$ cat config.mk
export PLATFORM = sky130hd
export DESIGN_NAME = display_scan_ctrl
export DESIGN_NICKNAME = d
export VERILOG_FILES = /design/src/rtl/display_scan_ctrl.sv
export SDC_FILE = /design/constraint.sdc
export NUM_CORES = 1
export LEC_CHECK = 0
export CORE_ASPECT_RATIO = 0.5
export CORE_MARGIN = 2
export CORE_UTILIZATION = 45
export DETAILED_ROUTE_END_ITERATION = 8
export GPL_ROUTABILITY_DRIVEN = 0
export PLACE_DENSITY = 0.68
export SLEW_MARGIN = 10
export SYNTH_ARGS = -nofsm -noshare
export SYNTH_HDL_FRONTEND = slang
export SYNTH_SLANG_ARGS = --single-unit
export TNS_END_PERCENT = 20
$ cat constraint.sdc
create_clock -name clk -period 6.4 [get_ports clk]
set_clock_uncertainty 0.2 [all_clocks]
set_input_delay 1.28 -clock clk [delete_from_list [all_inputs] [get_ports clk]]
set_output_delay 1.28 -clock clk [all_outputs]
set_load 0.05 [all_outputs]
$ cat src/rtl/display_scan_ctrl.sv
// Seven-segment scan scheduler: time-slices one shared decoder across NUM_DIGITS
// displays with per-slot dead time and a double-buffered digit frame.
// Optional leading-zero blanking is enabled by defining DISPLAY_SCAN_LZB_EN.
//
//   state   | meaning
//   --------+------------------------------------------------------------
//   ST_DEAD | first DEAD_CYCLES cycles of a slot, all enables off
//   ST_ON   | remainder of the slot, enable of the current digit on
module display_scan_ctrl #(
    parameter int NUM_DIGITS  = 2,
    parameter int SLOT_CYCLES = 4096,
    parameter int DEAD_CYCLES = 8
) (
    input  logic                    clk,
    input  logic                    reset,
    input  logic [4*NUM_DIGITS-1:0] digits_in,
    input  logic                    load,
    output logic [3:0]              s,
    output logic [NUM_DIGITS-1:0]   en,
    output logic                    frame_done
);

    localparam int CW = (SLOT_CYCLES > 1) ? $clog2(SLOT_CYCLES) : 1;
    localparam int IW = (NUM_DIGITS > 1) ? $clog2(NUM_DIGITS) : 1;

    // Slot timer counts down; slot position is SLOT_CYCLES-1-tmr_q.
    localparam logic [CW-1:0] TMR_LAST = CW'(SLOT_CYCLES - 1);
    localparam logic [CW-1:0] TMR_ON1  = CW'(SLOT_CYCLES - DEAD_CYCLES);
    localparam logic [IW-1:0] IDX_LAST = IW'(NUM_DIGITS - 1);

    typedef enum logic {
        ST_DEAD = 1'b0,
        ST_ON   = 1'b1
    } state_t;

    state_t                  state_q, state_d;
    logic [CW-1:0]           tmr_q, tmr_d;
    logic [IW-1:0]           idx_q, idx_d;
    logic [4*NUM_DIGITS-1:0] active_q, active_d;
    logic [4*NUM_DIGITS-1:0] pending_q, pending_d;
    logic                    pend_valid_q, pend_valid_d;
    logic [3:0]              s_q, s_d;
    logic [NUM_DIGITS-1:0]   en_q, en_d;
    logic                    frame_done_q, frame_done_d;

    logic                    slot_end;
    logic                    wrap;
    logic [NUM_DIGITS-1:0]   lit;
`ifdef DISPLAY_SCAN_LZB_EN
    logic                    nz_above;
`endif

    always_comb begin
        slot_end = (tmr_q == '0);
        wrap     = slot_end && (idx_q == IDX_LAST);

        tmr_d = slot_end ? TMR_LAST : tmr_q - 1'b1;

        idx_d = idx_q;
        if (wrap) begin
            idx_d = '0;
        end else if (slot_end) begin
            idx_d = idx_q + 1'b1;
        end

        state_d = state_q;
        case (state_q)
            ST_DEAD: if (tmr_q == TMR_ON1) state_d = ST_ON;
            ST_ON:   if (slot_end)         state_d = ST_DEAD;
        endcase

        pending_d    = load ? digits_in : pending_q;
        pend_valid_d = load | pend_valid_q;
        active_d     = active_q;
        // A load coinciding with the wrap bypasses the pending buffer.
        if (wrap) begin
            if (load) begin
                active_d     = digits_in;
                pend_valid_d = 1'b0;
            end else if (pend_valid_q) begin
                active_d     = pending_q;
                pend_valid_d = 1'b0;
            end
        end

        lit = '1;
`ifdef DISPLAY_SCAN_LZB_EN
        nz_above = 1'b0;
        for (int i = NUM_DIGITS - 1; i >= 1; i--) begin
            nz_above = nz_above | (|active_d[4*i +: 4]);
            lit[i]   = nz_above;
        end
`endif

        s_d = '0;
        for (int i = 0; i < NUM_DIGITS; i++) begin
            if (idx_d == IW'(i)) begin
                s_d = active_d[4*i +: 4];
            end
        end

        for (int i = 0; i < NUM_DIGITS; i++) begin
            en_d[i] = (state_d == ST_ON) && (idx_d == IW'(i)) && lit[i];
        end

        frame_done_d = wrap;
    end

    always_ff @(posedge clk) begin
        if (reset) begin
            state_q      <= ST_DEAD;
            tmr_q        <= TMR_LAST;
            idx_q        <= '0;
            active_q     <= '0;
            pending_q    <= '0;
            pend_valid_q <= 1'b0;
            s_q          <= '0;
            en_q         <= '0;
            frame_done_q <= 1'b0;
        end else begin
            state_q      <= state_d;
            tmr_q        <= tmr_d;
            idx_q        <= idx_d;
            active_q     <= active_d;
            pending_q    <= pending_d;
            pend_valid_q <= pend_valid_d;
            s_q          <= s_d;
            en_q         <= en_d;
            frame_done_q <= frame_done_d;
        end
    end

    assign s          = s_q;
    assign en         = en_q;
    assign frame_done = frame_done_q;

endmodule

* Word-level counts from Yosys, hierarchy flattened *
Index checks and enable logic that the tools add are counted.
W data, S select, Z words.

word-level totals
  output and inout bits = 7
  bits in registers = 38

cells by class
  muxes and demuxes = 12
  bitwise gates (word level) = 3
  equal/unequal tests = 1
  reductions and logical operators = 5
  $add $sub $neg = 2

operators by type and width
  cell                     count
  $mux W8                  3
  $eq A12 B12 Y1 const B   1
  $logic_not A12 Y1        1
  $sub A12 B1 Y12 const B  1
  $mux W1                  7
  $mux W4                  1
  $logic_and A1 B1 Y1      3
  $not A1 Y1               2
  $pmux W1 S2              1
  $reduce_or A2 Y1         1
  $add A1 B1 Y1 const B    1
  $or A1 B1 Y1             1

* Depth between registers and ports, before layout *
Gate-level depths: netlist (run 1).

  word-level depth = 5
  mapped depth = 9

* Least setup slack after synthesis (run 1) *
No wires, ideal clock.

  path type = input -> register
  from = input load
  to = register s_q[0] (netlist: s[0])
  slack = 4,041 ps
  arrival = 2,032 ps
  required time = 6,073 ps
  stages = 5
  path buffers = 1
  setup time = 127 ps
  path through = clkbuf_1 nand2_1 o22a_1 o21ai_0 o22ai_1

between the ends
  word-level cells in the longest chain between the ends = 3

RTL lines
  what                    line  text
  start: declaration      17    input logic load,
  $mux W8                 77    if (load) begin
  $mux W8                 76    if (wrap) begin
  $mux W4                 97    if (idx_d == IW'(i)) begin
  end signal: assignment  117   s_q <= '0;
  end signal: assignment  127   s_q <= s_d;
  end: declaration        42    logic [3:0] s_q, s_d;

Every way passes these cells.
A chain may end at the register's enable or synchronous reset.

==> results of run 1 <==
[cells in the mapped netlist]
cell type / number / share of area
xor2_1: 2 / 0.011
o21ai_0: 11 / 0.036
ha_1: 3 / 0.024
nor4b_1: 1 / 0.0057
nor3b_2: 1 / 0.0081
dfxtp_1: 38 / 0.49
or2_2: 1 / 0.0041
mux2i_1: 8 / 0.052
buf_6: 1 / 0.0073
xnor2_1: 3 / 0.017
nor4_1: 2 / 0.0081
o22a_1: 16 / 0.091
and3_1: 3 / 0.012
nand4_1: 1 / 0.0041
nor2b_1: 2 / 0.0081
a31oi_1: 1 / 0.0041
or3_1: 1 / 0.0041
nand3b_1: 1 / 0.0049
nor4_4: 1 / 0.014
or4_4: 1 / 0.0073
a22oi_1: 1 / 0.0049
inv_1: 4 / 0.0098
nand3_1: 5 / 0.016
nand2_1: 12 / 0.029
o22ai_1: 4 / 0.016
nor3_1: 2 / 0.0065
o31ai_1: 1 / 0.0049
clkbuf_1: 4 / 0.0098
o41ai_1: 1 / 0.0057
buf_2: 2 / 0.0065
nor2_1: 21 / 0.051
buf_4: 1 / 0.0049
nor3b_1: 1 / 0.0049
a21oi_1: 2 / 0.0065
nand2b_1: 1 / 0.0041
[how the worst min path moves through the flow]
stage                                   start             endpoint  depth (start not counted)  slack, ns
after floorplan           tmr_q[0]$_SDFF_PP1_  tmr_q[0]$_SDFF_PP1_                          1       0.20
after detailed placement  tmr_q[0]$_SDFF_PP1_  tmr_q[0]$_SDFF_PP1_                          1       0.22
final                     tmr_q[0]$_SDFF_PP1_  tmr_q[0]$_SDFF_PP1_                          1       0.23
after CTS                 tmr_q[0]$_SDFF_PP1_  tmr_q[0]$_SDFF_PP1_                          1       0.24
after global routing      tmr_q[0]$_SDFF_PP1_  tmr_q[0]$_SDFF_PP1_                          1       0.26
after global placement    tmr_q[0]$_SDFF_PP1_  tmr_q[0]$_SDFF_PP1_                          1       0.21
[logic make-up (layout without fill, tap and decap cells)]
| kind of cell | count (synthesis) | count (layout) | synth area share |
|---|---|---|---|
| DFF | 38 | 38 | 0.495 |
| and+or+nand+nor | 57 | 57 | 0.193 |
| muxes | 8 | 8 | 0.0521 |
| buffers and inverters | 12 | 29 | 0.0382 |
| AOI/OAI and AO/OA | 37 | 37 | 0.169 |
| xor gates and xnor gates | 5 | 5 | 0.0285 |
| adders and majority gates | 3 | 3 | 0.0244 |
[registers in the layout (all words and copies together) (netlist names)]
name	count
tmr_q	12
state_q	1
active_q	8
en	2
frame_done	1
s	4
idx_q	1
pend_valid_q	1
pending_q	8
[power breakdown]
group,leakage (nW),switching (mW),total (mW),internal (mW)
Clock,0.0575,0.0798,0.189,0.109
Sequential,0.309,0.00517,0.247,0.242
Combinational,0.365,0.0115,0.0258,0.0142
[metrics by stage]
stage / worst slack, ns / util
2_1_floorplan: 4.04 / -
3_3_place_gp: 2.67 / 0.547
3_5_place_dp: 2.66 / 0.547
4_1_cts: 2.97 / 0.582
5_1_grt: 2.80 / 0.582
6_report: 2.96 / 0.582
[area by class of cell]
type	instances	share of cell area
Sequential cell	38	0.417
Multi-Input combinational cell	110	0.394
Timing Repair Buffer	17	0.0933
Clock buffer	8	0.0604
Tap cell	40	0.0274
Inverter	4	0.00823
[cell usage in the layout, fill, tap and decap left out, types with 2 or more instances in the layout]
cell type / n
nand2_1: 12
nand3_1: 5
inv_1: 4
clkdlybuf4s50_1: 17
clkbuf_8: 8
o22a_1: 16
nor2b_1: 2
xor2_1: 2
xnor2_1: 3
nor3_1: 2
ha_1: 3
o22ai_1: 4
o21ai_0: 11
a21oi_1: 2
dfxtp_1: 38
mux2i_1: 8
nor2_1: 21
and3_1: 3
nor4_1: 2
[per-layer routing]
| metal | track usage | routed length, um |
|---|---|---|
| met5 | 0 | 0 |
| met3 | 0.0494 | 104 |
| met4 | 0.0656 | 17 |
| met2 | 0.242 | 1240 |
| met1 | 0.204 | 1480 |
==> qor.yml, run 1 <==
clocking:
  cts_tree: "done"
  post-cts-setup-buffers: 0
  cts_buffers: 5
  post_cts_resized: 0
  cts_sinks: 38
  clk_path_buf_depth: 2
  worst_skew_pair.late_latency_ns: 0.29
  root_buffer: "clkbuf_8"
  path_clk_slew_ns: 0.07
  htreeDepth: 2
  holdBufCountCts: 0
sta:
  worst_slew_pin_slew_ns: 1.03
  hold_violations: 0
  timing.final.setup_violations: 0
  period_minus_slack_ns: 3.44
  rsz0062_at_grt: "false"
  max_freq_ghz: 0.291
  holdWs_ns: 0.233
  fin_tns_setup_ns: 0
  drv_slew: 0
  relSlewSlack: 0.311
  fin_crit_sh: 0.538
floorplan:
  core_region_area_um2: 3140
  fp.dieW_um: 86.7
  die_h_um: 45.3
  initial_utilization: 0.490
  core.rowCount: 14
  io_pins: 18
  fp.dieArea_um2: 3930
worst_setup_path:
  cpMaxStageDelayCell: "a31oi_1"
  crit_start: "reset"
  slowest_delay_ns: 0.96
  path_delay_family: "compound AO/OA/AOI/OAI gates"
  crit_buf_inv: 1
  cp.arrival_ns: 3.46
  timing.rr.end: "s[2]$_SDFF_PP0_"
  path_depth: 4
  path_class: "in -> reg"
  crit_path_max_fanout: 22
  rr_startpoint: "tmr_q[0]$_SDFF_PP1_"
  cp-endpoint: "en[1]$_SDFF_PP0_"
  cp-start-kind: "input pin"
  cp_cell_sequence: "clkdlybuf4s50_1, a31oi_1, a22oi_1, nor2b_1"
  reg2reg_depth: 9
  cp.required_ns: 6.42
  end_kind: "flop"
  reg2reg_slack_ns: 3.59
grt:
  gr-usage-all-layers: 0.156
  grt-ovfl-total: 0
  grt_pass1_vias: 993
  grt_pass1_wl_mm: 4.59
  grt_max_degree: 23
  grt_antenna_before_repair: 0
layout:
  design_area_um2: 1820
  ff_latch_area_um2: 761
  n_fill_cell: 267
  area_delta_synth_final_pct: 18.6
  drive_gt1_frac: 0.0678
  antennaDiodeCount: 0
  multi_input_area_um2: 718
  fin_nets: 190
  stdcell_count: 217
synth:
  yosysSeqAreaShare: 0.495
  synthDistinctLibCells: 35
  netlist_area_um2: 1540
  synth-seq-cells: 38
  syn-num-nets: 174
  ys_warn_count: 0
  synth.avg_cell_area_um2: 9.61
  syn_inst: 160
routing:
  drcViolationCount: 0
  wl_per_cell_um: 13.1
  via_count: 1164
  vias_per_cell: 5.36
  dr.first_iter.drc_count: 61
  drt-total-wl_mm: 2.84
  drt_pass1_iterations: 4
  ant_nets: 0
run:
  cap_violations: 0
placed_design:
  placed_cells: 209
  port_buffers: 17
  dp_hpwl_mm: 1.95
  dpl_cell_area_um2: 1710
power_and_ir_drop:
  leakage_nw: 0.732
  power_mw: 0.461
  ir_drop_v: 0.000139
  power_density_nw_per_um2: 253
worst_hold_path:
  hold_class: "reg -> reg"
run_status:
  status: "complete, no violations"
Note: power is estimated with default switching activity, not from simulation.
==> inputs of run 2 (changes only) <==
==> constraint.sdc (replaced) <==
create_clock -name clk -period 3.6 [get_ports clk]
set_clock_uncertainty 0.2 [all_clocks]
set_input_delay 0.72 -clock clk [delete_from_list [all_inputs] [get_ports clk]]
set_output_delay 0.72 -clock clk [all_outputs]
set_load 0.05 [all_outputs]
==> run 2 against run 1 <==
  * Hold slack got worse by 0.0015 ns
  * Via count up 3.0%
  * Clock power up 78%
  * Combinational power rose by 88%
  * Total power grew 79%
  * Critical path depth up 5
  * Routed wire length increased by 5.2%
==> qor.yml, run 2 (synthesis gave the netlist of run 1 again) <==
clocking:
  worst_skew_pair.late_latency_ns: 0.28  # about the same
  cts_buffers: 5  # unchanged
  path_clk_slew_ns: 0.07  # about the same
  clk_path_buf_depth: 2  # unchanged
  cts_sinks: 38  # unchanged
  post_cts_resized: 0  # unchanged
  holdBufCountCts: 0  # unchanged
  htreeDepth: 2  # unchanged
  post-cts-setup-buffers: 0  # unchanged
  root_buffer: "clkbuf_8"
  cts_tree: "done"
sta:
  rsz0062_at_grt: "false"
  period_minus_slack_ns: 2.78
  timing.final.setup_violations: 0  # unchanged
  fin_crit_sh: 0.772
  worst_slew_pin_slew_ns: 0.687  # -0.342 ns
  max_freq_ghz: 0.360
  hold_violations: 0  # unchanged
  relSlewSlack: 0.541  # +0.230
  fin_tns_setup_ns: 0  # unchanged
  drv_slew: 0  # unchanged
  holdWs_ns: 0.232  # -0.00154 ns
worst_setup_path:
  cpMostUsedCell: "ha_1"
  cp-start-kind: "flop"
  reg2reg_slack_ns: 0.82  # -2.77 ns
  crit_start: "tmr_q[0]$_SDFF_PP1_"
  cp.arrival_ns: 2.73  # -0.73 ns
  cp.required_ns: 3.55  # -2.87 ns
  reg2reg_depth: 9  # unchanged
  crit_buf_inv: 1  # unchanged
  rr_startpoint: "tmr_q[0]$_SDFF_PP1_"
  cpMaxStageDelayCell: "ha_1"
  crit_path_max_fanout: 12  # -45%
  timing.rr.end: "s[0]$_SDFF_PP0_"
  cp_cell_sequence: "inv_1, ha_1, nor4b_1, and3_1, ha_1, nand2_1, o22a_1, o21ai_0, o22ai_1"
  slowest_delay_ns: 0.41  # -0.55 ns
  end_kind: "flop"
  path_delay_family: "simple AND/OR/NAND/NOR gates"
  path_class: "reg -> reg"
run_status:
  status: "complete, no violations"
layout:
  fin_nets: 193  # +1.6%
  mostFrequentLayoutCell: "dfxtp_1"
  area_delta_synth_final_pct: 20.1
  finalCoreUtilization: 0.589  # +0.00718
  final_cell_mix: "38 x dfxtp_1, 21 x nor2_1, 17 x clkdlybuf4s50_1"
  antennaDiodeCount: 0  # unchanged
  reg.largest.list: "tmr_q: 12 flops, active_q: 8 flops, pending_q: 8 flops"
  largest_register_ffs: 12  # unchanged
  drive_gt1_frac: 0.0833  # +0.0155
  largest_register: "tmr_q"
  design_area_um2: 1850  # +1.2%
power_and_ir_drop:
  power_mw: 0.824  # +79%
  ir_drop_v: 0.000205  # +48%
  power_density_nw_per_um2: 446  # +76%
  leakage_nw: 0.746  # +2.0%
worst_hold_path:
  min_path_cells: 1  # unchanged
  hold_class: "reg -> reg"
  worstHoldEndpoint: "tmr_q[0]$_SDFF_PP1_"
  min_from: "tmr_q[0]$_SDFF_PP1_"
routing:
  wl_per_cell_um: 13.6  # +3.8%
  vias_per_cell: 5.45  # +1.6%
  via_count: 1199  # +3.0%
  drt-total-wl_mm: 2.98  # +5.2%
  drt_pass1_iterations: 4  # unchanged
  dr.first_iter.drc_count: 52  # -15%
  drcViolationCount: 0  # unchanged
  ant_nets: 0  # unchanged
floorplan:
  fp.dieW_um: 86.7  # unchanged
  die_h_um: 45.3  # unchanged
  initial_utilization: 0.490  # unchanged
  fp.dieArea_um2: 3930  # unchanged
  io_pins: 18  # unchanged
  core_region_area_um2: 3140  # unchanged
  core.rowCount: 14  # unchanged
grt:
  grt_pass1_wl_mm: 4.97  # +8.4%
  grt_max_degree: 23  # unchanged
  grt_antenna_before_repair: 0  # unchanged
  grt-ovfl-total: 0  # unchanged
  gr-usage-all-layers: 0.169  # +0.0136
  grt_pass1_vias: 1098  # +11%
placed_design:
  dp_hpwl_mm: 1.99  # +2.1%
  port_buffers: 17  # unchanged
  dpl_cell_area_um2: 1740  # +1.3%
run:
  cap_violations: 0  # unchanged
run 2: cell types whose count changed in the layout (fill, tap and decap cells not counted):
cell and change:
buf_4 +3
run 2: cell type report:
| cell class | count | area [um2] |
|---|---|---|
| Multi-Input combinational cell | 110 | 718 |
| Fill cell | 283 | 1290 |
| Clock buffer | 8 | 110 |
| Tap cell | 40 | 50.0 |
| Sequential cell | 38 | 761 |
| Inverter | 4 | 15.0 |
| Timing Repair Buffer | 20 | 193 |
run 2: how the worst max path moves through the flow:
stage / endpoint / slack, ns / cells past startpoint
after floorplan: s[0]$_SDFF_PP0_ / 1.49 / 9
after global routing: s[0]$_SDFF_PP0_ / 0.60 / 9
after CTS: s[0]$_SDFF_PP0_ / 0.87 / 9
after global placement: s[0]$_SDFF_PP0_ / 0.95 / 9
after detailed placement: s[0]$_SDFF_PP0_ / 0.92 / 9
final: s[0]$_SDFF_PP0_ / 0.82 / 9
run 2: power by group:
part / total (mW) / internal (mW) / switching [mW] / leakage (nW)
sequential: 0.438 / 0.429 / 0.00915 / 0.309
combinational: 0.0484 / 0.0272 / 0.0212 / 0.380
clock: 0.337 / 0.193 / 0.143 / 0.0575
run 2: through the flow:
step	std cells	setup slack, ns
floorplan	160	1.49
global placement	212	0.955
detailed placement	212	0.922
CTS	220	0.865
global route	220	0.602
finish	220	0.819
run 2: per-layer routing:
metal	wire (um)	track usage	vias up	part of all wire
met2	1310	0.275	24	0.44
met4	0	0.0656	0	0
met5	0	0	-	0
met3	119	0.0530	0	0.040
li1	-	-	613	-
met1	1550	0.215	562	0.52
==> inputs of run 3 (changes only) <==
--- a/config.mk
+++ b/config.mk
@@ -10,7 +10,7 @@
 export CORE_UTILIZATION = 45
 export DETAILED_ROUTE_END_ITERATION = 8
 export GPL_ROUTABILITY_DRIVEN = 0
-export PLACE_DENSITY = 0.68
+export PLACE_DENSITY = 0.71
 export SLEW_MARGIN = 10
 export SYNTH_ARGS = -nofsm -noshare
 export SYNTH_HDL_FRONTEND = slang
==> constraint.sdc (replaced) <==
create_clock -name clk -period 2.44 [get_ports clk]
set_clock_uncertainty 0.2 [all_clocks]
set_input_delay 0.488 -clock clk [delete_from_list [all_inputs] [get_ports clk]]
set_output_delay 0.488 -clock clk [all_outputs]
set_load 0.05 [all_outputs]
==> run 3 against run 2 <==
  * Flip-flop and latch count unchanged
  * Critical path depth unchanged
  * Core utilization up 1.4 points
  * Total power up 43%
  * Clock power up 33%
  * Final cell count up 3.2%
  * Design area up 2.3%
  * Die area unchanged
  * Hold slack better by 0.073 ns
  * Setup slack worse by 0.61 ns
  * Fmax up 25%
  * Global-route usage up 1.2 points
  * Largest power group unchanged
  * Highest routed layer is now met4
==> qor.yml, run 3 (synthesis gave the netlist of run 1 again) <==
worst_setup_path:
  cp_cell_sequence: "inv_1, ha_1, nor4b_2, and3_1, ha_1, nand2_2, o22a_1, o21ai_0, o22ai_1"
  cp.arrival_ns: 2.20  # -0.53 ns
  cpMostUsedCell: "ha_1"
  cp-start-kind: "flop"
  timing.rr.end: "s[3]$_SDFF_PP0_"
  cpMaxStageDelayCell: "dfxtp_1"
  rr_startpoint: "tmr_q[1]$_SDFF_PP1_"
  crit_path_max_fanout: 8  # -4
  cp.required_ns: 2.41  # -1.14 ns
  slowest_delay_ns: 0.34  # -0.07 ns
  end_kind: "flop"
  path_class: "reg -> reg"
  reg2reg_slack_ns: 0.21  # -0.61 ns
  reg2reg_depth: 9  # unchanged
grt:
  met3_usage: 0.0567  # +0.00366
  grt-ovfl-total: 0  # unchanged
  grt_antenna_before_repair: 0  # unchanged
  grt_pass1_wl_mm: 5.25  # +5.5%
  grt_pass1_vias: 1146  # +4.4%
  gr-usage-met2: 0.302  # +0.0262
  gr-usage-all-layers: 0.181  # +0.0117
  grt_max_degree: 19  # -17%
  busiest_layer: "met2"
  use_met1: 0.218  # +0.00338
sta:
  fin_crit_sh: 0.914  # +0.142
  hold_violations: 0  # unchanged
  rsz0062_at_grt: "false"
  max_freq_ghz: 0.448  # +25%
  timing.final.setup_violations: 0  # unchanged
  fin_tns_setup_ns: 0  # unchanged
  holdWs_ns: 0.305  # +0.0726 ns
  setup_ws_ns: 0.209  # -0.610 ns
  drv_slew: 0  # unchanged
  relSlewSlack: 0.659  # +0.118
  period_minus_slack_ns: 2.23  # -0.550 ns
  worst_slew_pin_slew_ns: 0.511  # -0.177 ns
layout:
  design_area_um2: 1890  # +2.3%
  fin_nets: 200  # +3.6%
  largest_register_ffs: 12  # unchanged
  stdcell_count: 227  # +3.2%
  drive_gt1_frac: 0.123  # +0.0397
  largest_register: "tmr_q"
  area_delta_synth_final_pct: 22.9
  finalCoreUtilization: 0.603  # +0.0136
  multi_input_area_um2: 727  # +1.2%
  antennaDiodeCount: 0  # unchanged
  final_cell_mix: "38 x dfxtp_1, 21 x nor2_1, 17 x clkdlybuf4s50_1"
  mostFrequentLayoutCell: "dfxtp_1"
  reg.largest.list: "tmr_q: 12 flops, active_q: 8 flops, pending_q: 8 flops"
  ff_latch_area_um2: 761  # unchanged
  n_fill_cell: 281  # -0.71%
clocking:
  worst_skew_pair.late_latency_ns: 0.29  # about the same
  path_clk_slew_ns: 0.07  # about the same
  holdBufCountCts: 0  # unchanged
  htreeDepth: 2  # unchanged
  clk_path_buf_depth: 2  # unchanged
  cts_buffers: 5  # unchanged
  cts_sinks: 38  # unchanged
  post-cts-setup-buffers: 0  # unchanged
  root_buffer: "clkbuf_8"
  cts_tree: "done"
placed_design:
  dp_hpwl_mm: 2.13  # +7.0%
  port_buffers: 17  # unchanged
  placed_cells: 219  # +3.3%
  dpl_cell_area_um2: 1790  # +3.0%
  dp_slack_ns: 0.0474  # -0.875 ns
routing:
  dr.first_iter.drc_count: 32  # -38%
  drt_pass1_iterations: 5  # +1
  via_count: 1243  # +3.7%
  vias_per_cell: 5.48  # +0.47%
  drt-total-wl_mm: 3.17  # +6.2%
  drcViolationCount: 0  # unchanged
  wl_per_cell_um: 14.0  # +2.9%
  ant_nets: 0  # unchanged
worst_hold_path:
  hold_class: "reg -> reg"
  worstHoldEndpoint: "pending_q[0]$_SDFFE_PP0P_"
  min_path_cells: 2  # +1
  min_from: "pending_q[0]$_SDFFE_PP0P_"
power_and_ir_drop:
  ir_drop_v: 0.000196  # -4.4%
  leakage_nw: 0.773  # +3.5%
  power_density_nw_per_um2: 622  # +39%
  power_mw: 1.17  # +43%
floorplan:
  core.rowCount: 14  # unchanged
  core_region_area_um2: 3140  # unchanged
  fp.dieW_um: 86.7  # unchanged
  fp.dieArea_um2: 3930  # unchanged
  initial_utilization: 0.490  # unchanged
  io_pins: 18  # unchanged
  die_h_um: 45.3  # unchanged
run_status:
  status: "complete, no violations"
run:
  cap_violations: 0  # unchanged
[run 3: changes by cell type in the layout (fill, tap and decap cells not counted), sizes merged]
cell,previous run,this run
buf,3,10
clkbuf,8,7
clkinv,0,1
[run 3: power by group]
part / internal, mW / switching (mW) / total (mW) / leakage, nW
Combinational: 0.0451 / 0.0362 / 0.0812 / 0.415
Clock: 0.228 / 0.221 / 0.449 / 0.0482
Sequential: 0.633 / 0.0113 / 0.645 / 0.309
Total: 0.906 / 0.268 / 1.17 / 0.773
[run 3: final cells by class]
| cell class | count | area share |
|---|---|---|
| sequential | 38 | 0.403 |
| multi-input combinational | 110 | 0.385 |
| timing repair buffer | 27 | 0.130 |
| clock buffer | 7 | 0.0457 |
| tap | 40 | 0.0265 |
| inverter | 4 | 0.00795 |
| clock inverter | 1 | 0.00265 |
[run 3: worst max path at each step]
stage,from,endpoint
after floorplan,tmr_q[0]$_SDFF_PP1_,s[0]$_SDFF_PP0_
after global placement,tmr_q[1]$_SDFF_PP1_,s[0]$_SDFF_PP0_
after detailed placement,tmr_q[1]$_SDFF_PP1_,s[1]$_SDFF_PP0_
after CTS,tmr_q[1]$_SDFF_PP1_,s[0]$_SDFF_PP0_
after global routing,tmr_q[1]$_SDFF_PP1_,s[0]$_SDFF_PP0_
final,tmr_q[1]$_SDFF_PP1_,s[3]$_SDFF_PP0_
[run 3: worst max-delay path, delay by kind of cell (launching register included)]
kind	cells	cell delay, ns
simple gates	3	0.58
compound gates	3	0.55
fa+ha+maj	2	0.35
flops	1	0.34
buf+inv	1	0.08
[run 3: per-layer routing]
layer	vias up	wire length [um]
met2	21	1450
li1	624	-
met5	-	0
met1	592	1540
met3	6	124
met4	0	56
[run 3: timing repair]
| action | 4_1_cts | 5_1_grt |
|---|---|---|
| gates resized for setup | 1 | 6 |
| endpoints found under the setup margin | 1 | 10 |
| cloned | 0 | 0 |
| hold endpoints to repair | 0 | 0 |
